===== config.mk =====
export PLATFORM = sky130hd
export DESIGN_NAME = fir_sample_chain
export DESIGN_NICKNAME = d
export VERILOG_FILES = /design/src/rtl/fir_sample_chain.sv
export SDC_FILE = /design/constraint.sdc
export NUM_CORES = 2
export LEC_CHECK = 0
export CORE_UTILIZATION = 55
export CTS_BUF_LIST = sky130_fd_sc_hd__clkbuf_16
export DETAILED_ROUTE_END_ITERATION = 12
export DONT_BUFFER_PORTS = 1
export PLACE_DENSITY = 0.75
export SLEW_MARGIN = 15
export SYNTH_ARGS = -nofsm -noshare
export SYNTH_HDL_FRONTEND = slang
export SYNTH_SLANG_ARGS = --single-unit

===== constraint.sdc =====
create_clock -name clk -period 11.7 [get_ports clk]
set_input_delay 1.755 -clock clk [delete_from_list [all_inputs] [get_ports clk]]
set_output_delay 1.755 -clock clk [all_outputs]
set_load 0.005 [all_outputs]

===== src/rtl/fir_sample_chain.sv =====
// fir_sample_chain: sample-rate FIR stage between the ADC and the serial DAC.
// Generates the sample strobe, captures one ADC sample per strobe into a
// TAPS-deep delay line, runs a one-tap-per-clock multiply-accumulate over
// runtime-loadable signed coefficients, then shifts, offsets and clips the
// accumulator into an unsigned DAC code.
//
// Output handshake: out_valid is a one-cycle pulse with no back-pressure
// (there is no ready). The consumer takes out_data in the cycle out_valid is
// high; out_data then holds its value until the next out_valid pulse.
module fir_sample_chain #(
    parameter int DATA_W        = 12,
    parameter int COEF_W        = 16,
    parameter int TAPS          = 16,
    parameter int ACC_W         = 36,
    parameter int SAMPLE_FACTOR = 10000,
    parameter int OUT_SHIFT     = 14,
    parameter int OUT_OFFSET    = 0
) (
    input  logic                     clk,
    input  logic                     rst_n,
    input  logic [DATA_W-1:0]        in_data,
    input  logic                     bypass,
    input  logic                     coef_we,
    input  logic [$clog2(TAPS)-1:0]  coef_addr,
    input  logic [COEF_W-1:0]        coef_data,
    output logic                     sample_strobe,
    output logic                     busy,
    output logic [DATA_W-1:0]        out_data,
    output logic                     out_valid,
    output logic                     overrun,
    output logic [1:0]               dbg_state
);

    localparam int XW    = DATA_W + 1;          // sample widened to a signed value
    localparam int PW    = XW + COEF_W;         // full-precision product width
    localparam int IW    = $clog2(TAPS);
    localparam int CNT_W = $clog2(SAMPLE_FACTOR);

    localparam logic [CNT_W-1:0]         DIV_LAST = CNT_W'(SAMPLE_FACTOR - 1);
    localparam logic [IW-1:0]            IDX_LAST = IW'(TAPS - 1);
    localparam logic signed [COEF_W-1:0] COEF_ONE = COEF_W'(longint'(1) << OUT_SHIFT);
    localparam logic signed [ACC_W:0]    OUT_MAX  = (ACC_W + 1)'((longint'(1) << DATA_W) - 1);

    typedef enum logic [1:0] {
        S_IDLE = 2'd0,
        S_MAC  = 2'd1,
        S_OUT  = 2'd2
    } state_t;

    state_t                     state;
    logic [CNT_W-1:0]           div_cnt;
    logic [IW-1:0]              idx;
    logic                       byp_q;
    logic signed [ACC_W-1:0]    acc;
    logic signed [XW-1:0]       x_line [TAPS];
    logic signed [COEF_W-1:0]   coef   [TAPS];

    logic signed [PW-1:0]       prod;
    logic signed [ACC_W-1:0]    acc_sh;
    logic signed [ACC_W:0]      r_full;
    logic [DATA_W-1:0]          clip_val;

    assign sample_strobe = (div_cnt == DIV_LAST);
    assign busy          = (state != S_IDLE);
    assign dbg_state     = state;

    // Operands are sign-extended to the product width first; the true product
    // always fits, so truncating the wider multiply loses nothing.
    assign prod   = PW'(coef[idx]) * PW'(x_line[idx]);
    assign acc_sh = acc >>> OUT_SHIFT;
    assign r_full = (ACC_W + 1)'(acc_sh) + (ACC_W + 1)'(OUT_OFFSET);

    // Clip the scaled, offset result into the unsigned DAC code range.
    always_comb begin
        clip_val = r_full[DATA_W-1:0];
        if (r_full[ACC_W]) begin
            clip_val = '0;
        end else if (r_full > OUT_MAX) begin
            clip_val = '1;
        end
    end

    // Free-running sample divider; the strobe is the terminal count.
    always_ff @(posedge clk or negedge rst_n) begin
        if (!rst_n) begin
            div_cnt <= '0;
        end else if (div_cnt == DIV_LAST) begin
            div_cnt <= '0;
        end else begin
            div_cnt <= div_cnt + 1'b1;
        end
    end

    // Coefficient bank: resets to a unity tap 0, writable only while idle.
    always_ff @(posedge clk or negedge rst_n) begin
        if (!rst_n) begin
            for (int i = 0; i < TAPS; i++) begin
                coef[i] <= '0;
            end
            coef[0] <= COEF_ONE;
        end else if (coef_we && (state == S_IDLE)) begin
            coef[coef_addr] <= coef_data;
        end
    end

    // Sample FSM: capture on strobe, one MAC per clock, then register output.
    always_ff @(posedge clk or negedge rst_n) begin
        if (!rst_n) begin
            state     <= S_IDLE;
            idx       <= '0;
            byp_q     <= 1'b0;
            acc       <= '0;
            out_data  <= '0;
            out_valid <= 1'b0;
            overrun   <= 1'b0;
            for (int i = 0; i < TAPS; i++) begin
                x_line[i] <= '0;
            end
        end else begin
            out_valid <= 1'b0;
            // A strobe landing mid-computation is dropped; only the flag records it.
            if (sample_strobe && (state != S_IDLE)) begin
                overrun <= 1'b1;
            end
            case (state)
                S_IDLE: begin
                    if (sample_strobe) begin
                        x_line[0] <= {1'b0, in_data};
                        for (int i = 1; i < TAPS; i++) begin
                            x_line[i] <= x_line[i-1];
                        end
                        byp_q <= bypass;
                        acc   <= '0;
                        idx   <= '0;
                        state <= bypass ? S_OUT : S_MAC;
                    end
                end
                S_MAC: begin
                    acc <= acc + ACC_W'(prod);
                    if (idx == IDX_LAST) begin
                        state <= S_OUT;
                    end else begin
                        idx <= idx + 1'b1;
                    end
                end
                S_OUT: begin
                    out_data  <= byp_q ? x_line[0][DATA_W-1:0] : clip_val;
                    out_valid <= 1'b1;
                    state     <= S_IDLE;
                end
                default: begin
                    state <= S_IDLE;
                end
            endcase
        end
    end

endmodule


Word-level counts from Yosys, hierarchy flattened
Index checks and enable logic that the tools add are counted.
- $mul: 1
- $lt $le $gt $ge: 4
- reduce and logical (&&, ||, !) cells: 10
- bitwise gates (word level): 2
- mux-type cells: 23
- add/subtract/negate cells: 3
- equal/unequal tests: 7
- operator list (kind ; number):
    bitwise mux 256 bit ; 1
    case mux 36 bit (2 select lines) ; 1
    binary-select mux 16 bit (select 4 bit) ; 1
    demux 16 bit (select 4 bit) ; 1
    binary-select mux 13 bit (select 4 bit) ; 1
    2-to-1 mux 16 bit ; 3
    adder 36 x 29 -> 36 bit ; 1
    2-to-1 mux 12 bit ; 3
    2-to-1 mux 36 bit ; 1
    multiplier 16 x 13 -> 29 bit ; 1
    2-to-1 mux 13 bit ; 2
    greater-than comparator 22 x 13 -> 1 bit (second input constant) ; 1
    adder 14 x 1 -> 14 bit (second input constant) ; 1
    == test 14 bit (second input constant) ; 1
    2-to-1 mux 14 bit ; 1
    >= comparator 5 bit (second input constant) ; 2
    inverter 4 -> 5 bit ; 2
    2-to-1 mux 4 bit ; 2
    case mux 4 bit (2 select lines) ; 1
    2-to-1 mux 2 bit ; 3
    != test 2 bit (second input constant) ; 3
    AND reduction 2 bit ; 3
    < comparator 5 x 1 -> 1 bit (second input constant) ; 1
    adder 4 x 1 -> 4 bit (second input constant) ; 1
    other kinds (9) ; 12
- input bits: 36
- output and inout bits: 18
- flip-flop bits (word level): 519
- word-level logic and storage cells: 90

Depth between registers and ports, before layout
- word-level depth: 7
- depth in mapped cells: 30
- depth with buffers taken out: 26

Least setup slack after synthesis
OpenSTA, ideal clock, no wires.
- path type: register to register
- from: reg idx[0]
- to: reg acc[35]
- stages on the path, launching flop included: 24
- buffers on the path: 5
- required time: 11.566 ns
- arrival time: 6.716 ns
- setup time: 0.134 ns
- clock period less this slack: 6.850 ns
- slack: 4.850 ns
- cell sequence: dfrtp_1 > buf_6 > buf_8 > buf_8 > mux4_2 > a22oi_1 > nand2_1 > buf_4 > nand2_1 > fa_1 > fa_1 > fa_1 > fa_1 > fa_1 > inv_1 > fa_1 > ha_1 > clkbuf_1 > a21o_1 > o21bai_1 > a221o_1 > a21oi_1 > and4_1 > o31ai_2
- cells in the longest elaborated chain, start to end: 7
- elaborated cells on any way between the ends: 10
- those cells by class: add/sub: 1; mul: 1; mux: 7; bitwise: 1
- RTL lines (what ; line ; source):
    start: declaration ; 52 ; logic [IW-1:0] idx;
    start signal: assignment ; 143 ; idx <= idx + 1'b1;
    inverter 4 -> 5 bit (not written as such) * ; 69 ; assign prod = PW'(coef[idx]) * PW'(x_line[idx]);
    binary-select mux 16 bit (select 4 bit) or binary-select mux 13 bit (select 4 bit) (tied branches) ; 69 ;
    2-to-1 mux 16 bit (not written as such) or 2-to-1 mux 13 bit (tied branches) (2 in a row) ; 69 ;
    multiplier 16 x 13 -> 29 bit * ; 69 ;
    adder 36 x 29 -> 36 bit * ; 139 ; acc <= acc + ACC_W'(prod);
    case mux 36 bit (2 select lines) * ; 125 ; case (state)
    end signal: assignment ; 139 ;
    end: declaration ; 54 ; logic signed [ACC_W-1:0] acc;
Mark *: on every way between the ends. The rest lies on a longest branch, timed or not. The select of a mux whose other input is x is not followed.
A chain may end at the register's enable or synchronous reset.

Worst setup path in the final report
- from: reg idx[1]
- to: reg acc[35]
The elaborated chain is that of the path after synthesis.

==> key figures <==
Placed design
  • PortBufs: 0
  • HPWL after detailed placement: 51200 um
  • Gpl congestion: 0.895
  • Placed cell count: 3747

CTS
  • Total of cells resized after clock tree synthesis: 0
  • Buffers inserted by post-CTS timing repair: 0
  • Buffer type at the clock tree root: sky130_fd_sc_hd__clkbuf_16
  • Clock tree buffer depth: 3
  • Clock network latency to the later pin of the worst-skew pair: 0.63 ns
  • Clock tree from TritonCTS: yes
  • Number of H-tree branching levels: 2
  • Number of buffers added to fix hold violations after cts: 0
  • Number of clock sinks seen by CTS: 519
  • Total CTS buffers: 53
  • Clock-pin transition on the worst setup and hold timing paths: 0.06 ns

GRT
  • Total Routing Usage GR: 26.0%
  • First-pass GRT wire length: 124000 um
  • Fraction of met3 tracks used by global routing: 4.63%
  • Busiest layer in global routing: met2
  • Global routing usage on met1: 35.1%
  • Total grt overflow: 0
  • Met2 global-route usage: 42.5%
  • Initial antenna violation count: 1
  • Via count of the first global-routing pass: 23.3k
  • Maximum number of pins on one net before global-route repair: 520

STA
  • Setup repair after global routing missed its margin: false
  • Worst clock skew: 0.0359 ns
  • Measured slew at the worst slew-check pin: 2.38 ns
  • Setup Viol. Count Final: 0
  • Remaining max-slew budget at the tightest pin: -58.8%
  • Final-layout setup total negative slack: 0 ns
  • Fin crit share: 75.0%
  • Final-report max-slew violation count: 342
  • Hold violation count in the final report: 0
  • Highest Clock Rate: 114 MHz
  • Final worst path period need: 8.78 ns

Final layout
  • Share of the core filled with cells: 58.8%
  • Most frequent standard cell in the layout excluding fill and tap cells: sky130_fd_sc_hd__nand2_1
  • Fin cells: 3847
  • Area of combinational cells with multiple inputs: 17700 um^2
  • Commonest cells after routing, fill and taps aside: sky130_fd_sc_hd__nand2_1, sky130_fd_sc_hd__dfrtp_1, sky130_fd_sc_hd__inv_1, sky130_fd_sc_hd__mux2_2, sky130_fd_sc_hd__fa_1
  • Count of fill cells added during filler insertion: 4758
  • Sequential cell area: 13000 um^2
  • Relative area change from synthesis to final layout: 5.60%
  • Share of final-layout standard cells stronger than drive strength 1: 15.4%
  • Number of nets in the layout: 3364

Die
  • Die height: 246 um
  • Number of core rows: 89
  • Floorplan die area: 60700 um^2
  • Die X-Extent: 246 um
  • Boundary pin count: 54
  • Initial core utilization: 55.7%
  • Placeable Area: 59000 um^2

Job
  • Max_cap viols: 0

Critical path
  • Maximum fanout count along the critical path: 27
  • Setup slack of the worst register-to-register path: 2.92 ns
  • Terminus of the critical flop-to-flop path: acc[35]
  • List of cells traversed by the critical path: nand2_1, buf_4, o21ai_0, a21oi_1, o21ai_0, nand2_1, and2_1, inv_1, fa_1, fa_1, fa_1, fa_1, fa_1, inv_1, fa_1, ha_1, a21o_1, o21bai_1, a221o_1, a21oi_1, a31oi_1, o31ai_2
  • Startpoint Class: register
  • Crit path to: acc[35]
  • Critical path startpoint: idx[1]
  • Class of the most critical setup path: register to register
  • Slowest cell on the critical path: sky130_fd_sc_hd__dfrtp_2
  • Beginning of the worst register-to-register path: idx[1]
  • Arrival @ worst endpoint: 9.29 ns
  • Crit path top cell by count: sky130_fd_sc_hd__fa_1
  • Required @ worst endpoint: 12.21 ns
  • Number of cells on the worst reg-to-reg path: 22
  • Peak per-stage delay on the critical path: 0.94 ns
  • Crit. End Element: register

Synth
  • Xor/xnor share of the synthesized area: 1.12%
  • Number of library cell types mapped by synthesis: 78
  • Cell area after synthesis: 32800 um^2
  • Synth async-reset ratio: 100%
  • Total nets after synthesis: 3470
  • Most used DFF post-synth: sky130_fd_sc_hd__dfrtp_1
  • Number of flops mapped to enable cells by yosys: 0
  • Main area contributors after synthesis: sky130_fd_sc_hd__dfrtp_1, sky130_fd_sc_hd__fa_1, sky130_fd_sc_hd__mux2_2
  • Fraction of post-synthesis cell area in the top cell type by area: 39.5%
  • Share of the yosys chip area belonging to registers: 39.5%
  • Dominant combinational cell family by area after synthesis: adder cells
  • Flip-flop and latch count after synthesis: 519
  • Count of synthesis-stage warnings from yosys: 0
  • Arithmetic-cell share of the synthesized area counting full adders, half adders and majority gates: 16.3%
  • Cell type with the largest total area after synthesis: sky130_fd_sc_hd__dfrtp_1
  • Multiplexer share of the synthesized area: 16.2%
  • Syn avg cell area: 10.5 um^2
  • Post-Synthesis Cells: 3135
  • Area share of and/or/nand/nor cells after synthesis: 13.8%
  • Fraction of the mapped netlist area in compound gates: 6.44%

Drt
  • Total via count in the routed design: 22.0k
  • Remaining number of nets flagged by the antenna check after routing: 0
  • DRT Pass-1 Iters: 5
  • # DRC: 0
  • Drt via density: 5.72
  • Mean routed wirelength per cell: 19.8 um
  • Starting DRT DRC Count: 2105
  • Wire length reported by the detailed router: 76200 um

Run status
  • Result of the run: finished, violations left
  • Violated checks: max-slew violations

Min path
  • Type of the most critical hold path: register to register
[routing by layer]
metal | vias up | routed length [um]
li1 | 10000 | -
met1 | 11200 | 33000
met2 | 596 | 36200
met3 | 142 | 4670
met4 | 0 | 2390
met5 | - | 0
[worst min-delay path by stage]
stage,depth (start not counted),startpoint,to
CTS,2,x_line[8],x_line[8]
floorplan,2,x_line[10],x_line[10]
global placement,2,x_line[10],x_line[10]
detailed placement,2,x_line[9],x_line[9]
finish,2,x_line[10],x_line[10]
global route,2,x_line[6],x_line[6]
[critical path: cells and delay by family, from the launching register on]
family | cells | cell delay, ns
buffers and inverters | 3 | 0.74
AND/OR/NAND/NOR | 3 | 1.34
flip-flops | 1 | 0.94
AO/OA/AOI/OAI | 9 | 1.78
adder cells (fa/ha/maj) | 7 | 3.84
[synthesized netlist by cell type (10+ instances only)]
master / n
sky130_fd_sc_hd__nand2_1: 756
sky130_fd_sc_hd__dfrtp_1: 518
sky130_fd_sc_hd__inv_1: 302
sky130_fd_sc_hd__mux2_2: 258
sky130_fd_sc_hd__fa_1: 215
sky130_fd_sc_hd__and2_1: 109
sky130_fd_sc_hd__o21ai_0: 98
sky130_fd_sc_hd__mux2i_1: 85
sky130_fd_sc_hd__ha_1: 84
sky130_fd_sc_hd__a21oi_1: 76
sky130_fd_sc_hd__buf_2: 67
sky130_fd_sc_hd__clkbuf_1: 67
sky130_fd_sc_hd__mux4_2: 56
sky130_fd_sc_hd__nor2_1: 46
sky130_fd_sc_hd__nand3_1: 34
sky130_fd_sc_hd__a22oi_1: 29
sky130_fd_sc_hd__mux2_1: 26
sky130_fd_sc_hd__xor2_1: 24
sky130_fd_sc_hd__a21o_1: 21
sky130_fd_sc_hd__buf_6: 21
sky130_fd_sc_hd__nand2_2: 19
sky130_fd_sc_hd__xnor2_1: 18
sky130_fd_sc_hd__a221oi_1: 17
sky130_fd_sc_hd__nor3_1: 17
sky130_fd_sc_hd__o21ai_1: 16
sky130_fd_sc_hd__buf_4: 15
sky130_fd_sc_hd__nand4_1: 14
sky130_fd_sc_hd__a221oi_2: 13
sky130_fd_sc_hd__and3_1: 10
[state kept, by name (all words and copies together), names as in the netlist]
name / flops
div_cnt: 14
acc: 36
x_line: 192
out_valid: 1
byp_q: 1
coef: 256
dbg_state: 2
idx: 4
out_data: 12
overrun: 1
[cell families after synthesis]
group | after synthesis
buffers and inverters | 484
DFF | 519
adders and majority gates | 299
and+or+nand+nor | 1045
AOI/OAI and AO/OA | 321
muxes | 425
xor gates and xnor gates | 42
[final cells by class]
| type | count | share of cell area (%) |
|---|---|---|
| antenna | 1 | 0.00721 |
| clock buffer | 53 | 3.82 |
| clock inverter | 46 | 1.14 |
| inverter | 304 | 3.29 |
| multi-input combinational | 2132 | 51.0 |
| sequential | 519 | 37.5 |
| tap | 773 | 2.79 |
| timing repair buffer | 19 | 0.447 |
[per-stage QoR]
stage / setup WS (ns) / hold WS [ns] / area (um^2)
finish: 2.92 / 0.468 / 34700
floorplan: 4.85 / 0.433 / 32800
global route: 2.54 / 0.489 / 34700
CTS: 2.99 / 0.467 / 34700
global placement: 3.23 / 0.444 / 33000
detailed placement: 2.97 / 0.451 / 33000
Power is not shown: default switching activity piles up to over one toggle a cycle in this logic, so the estimate is an artifact.
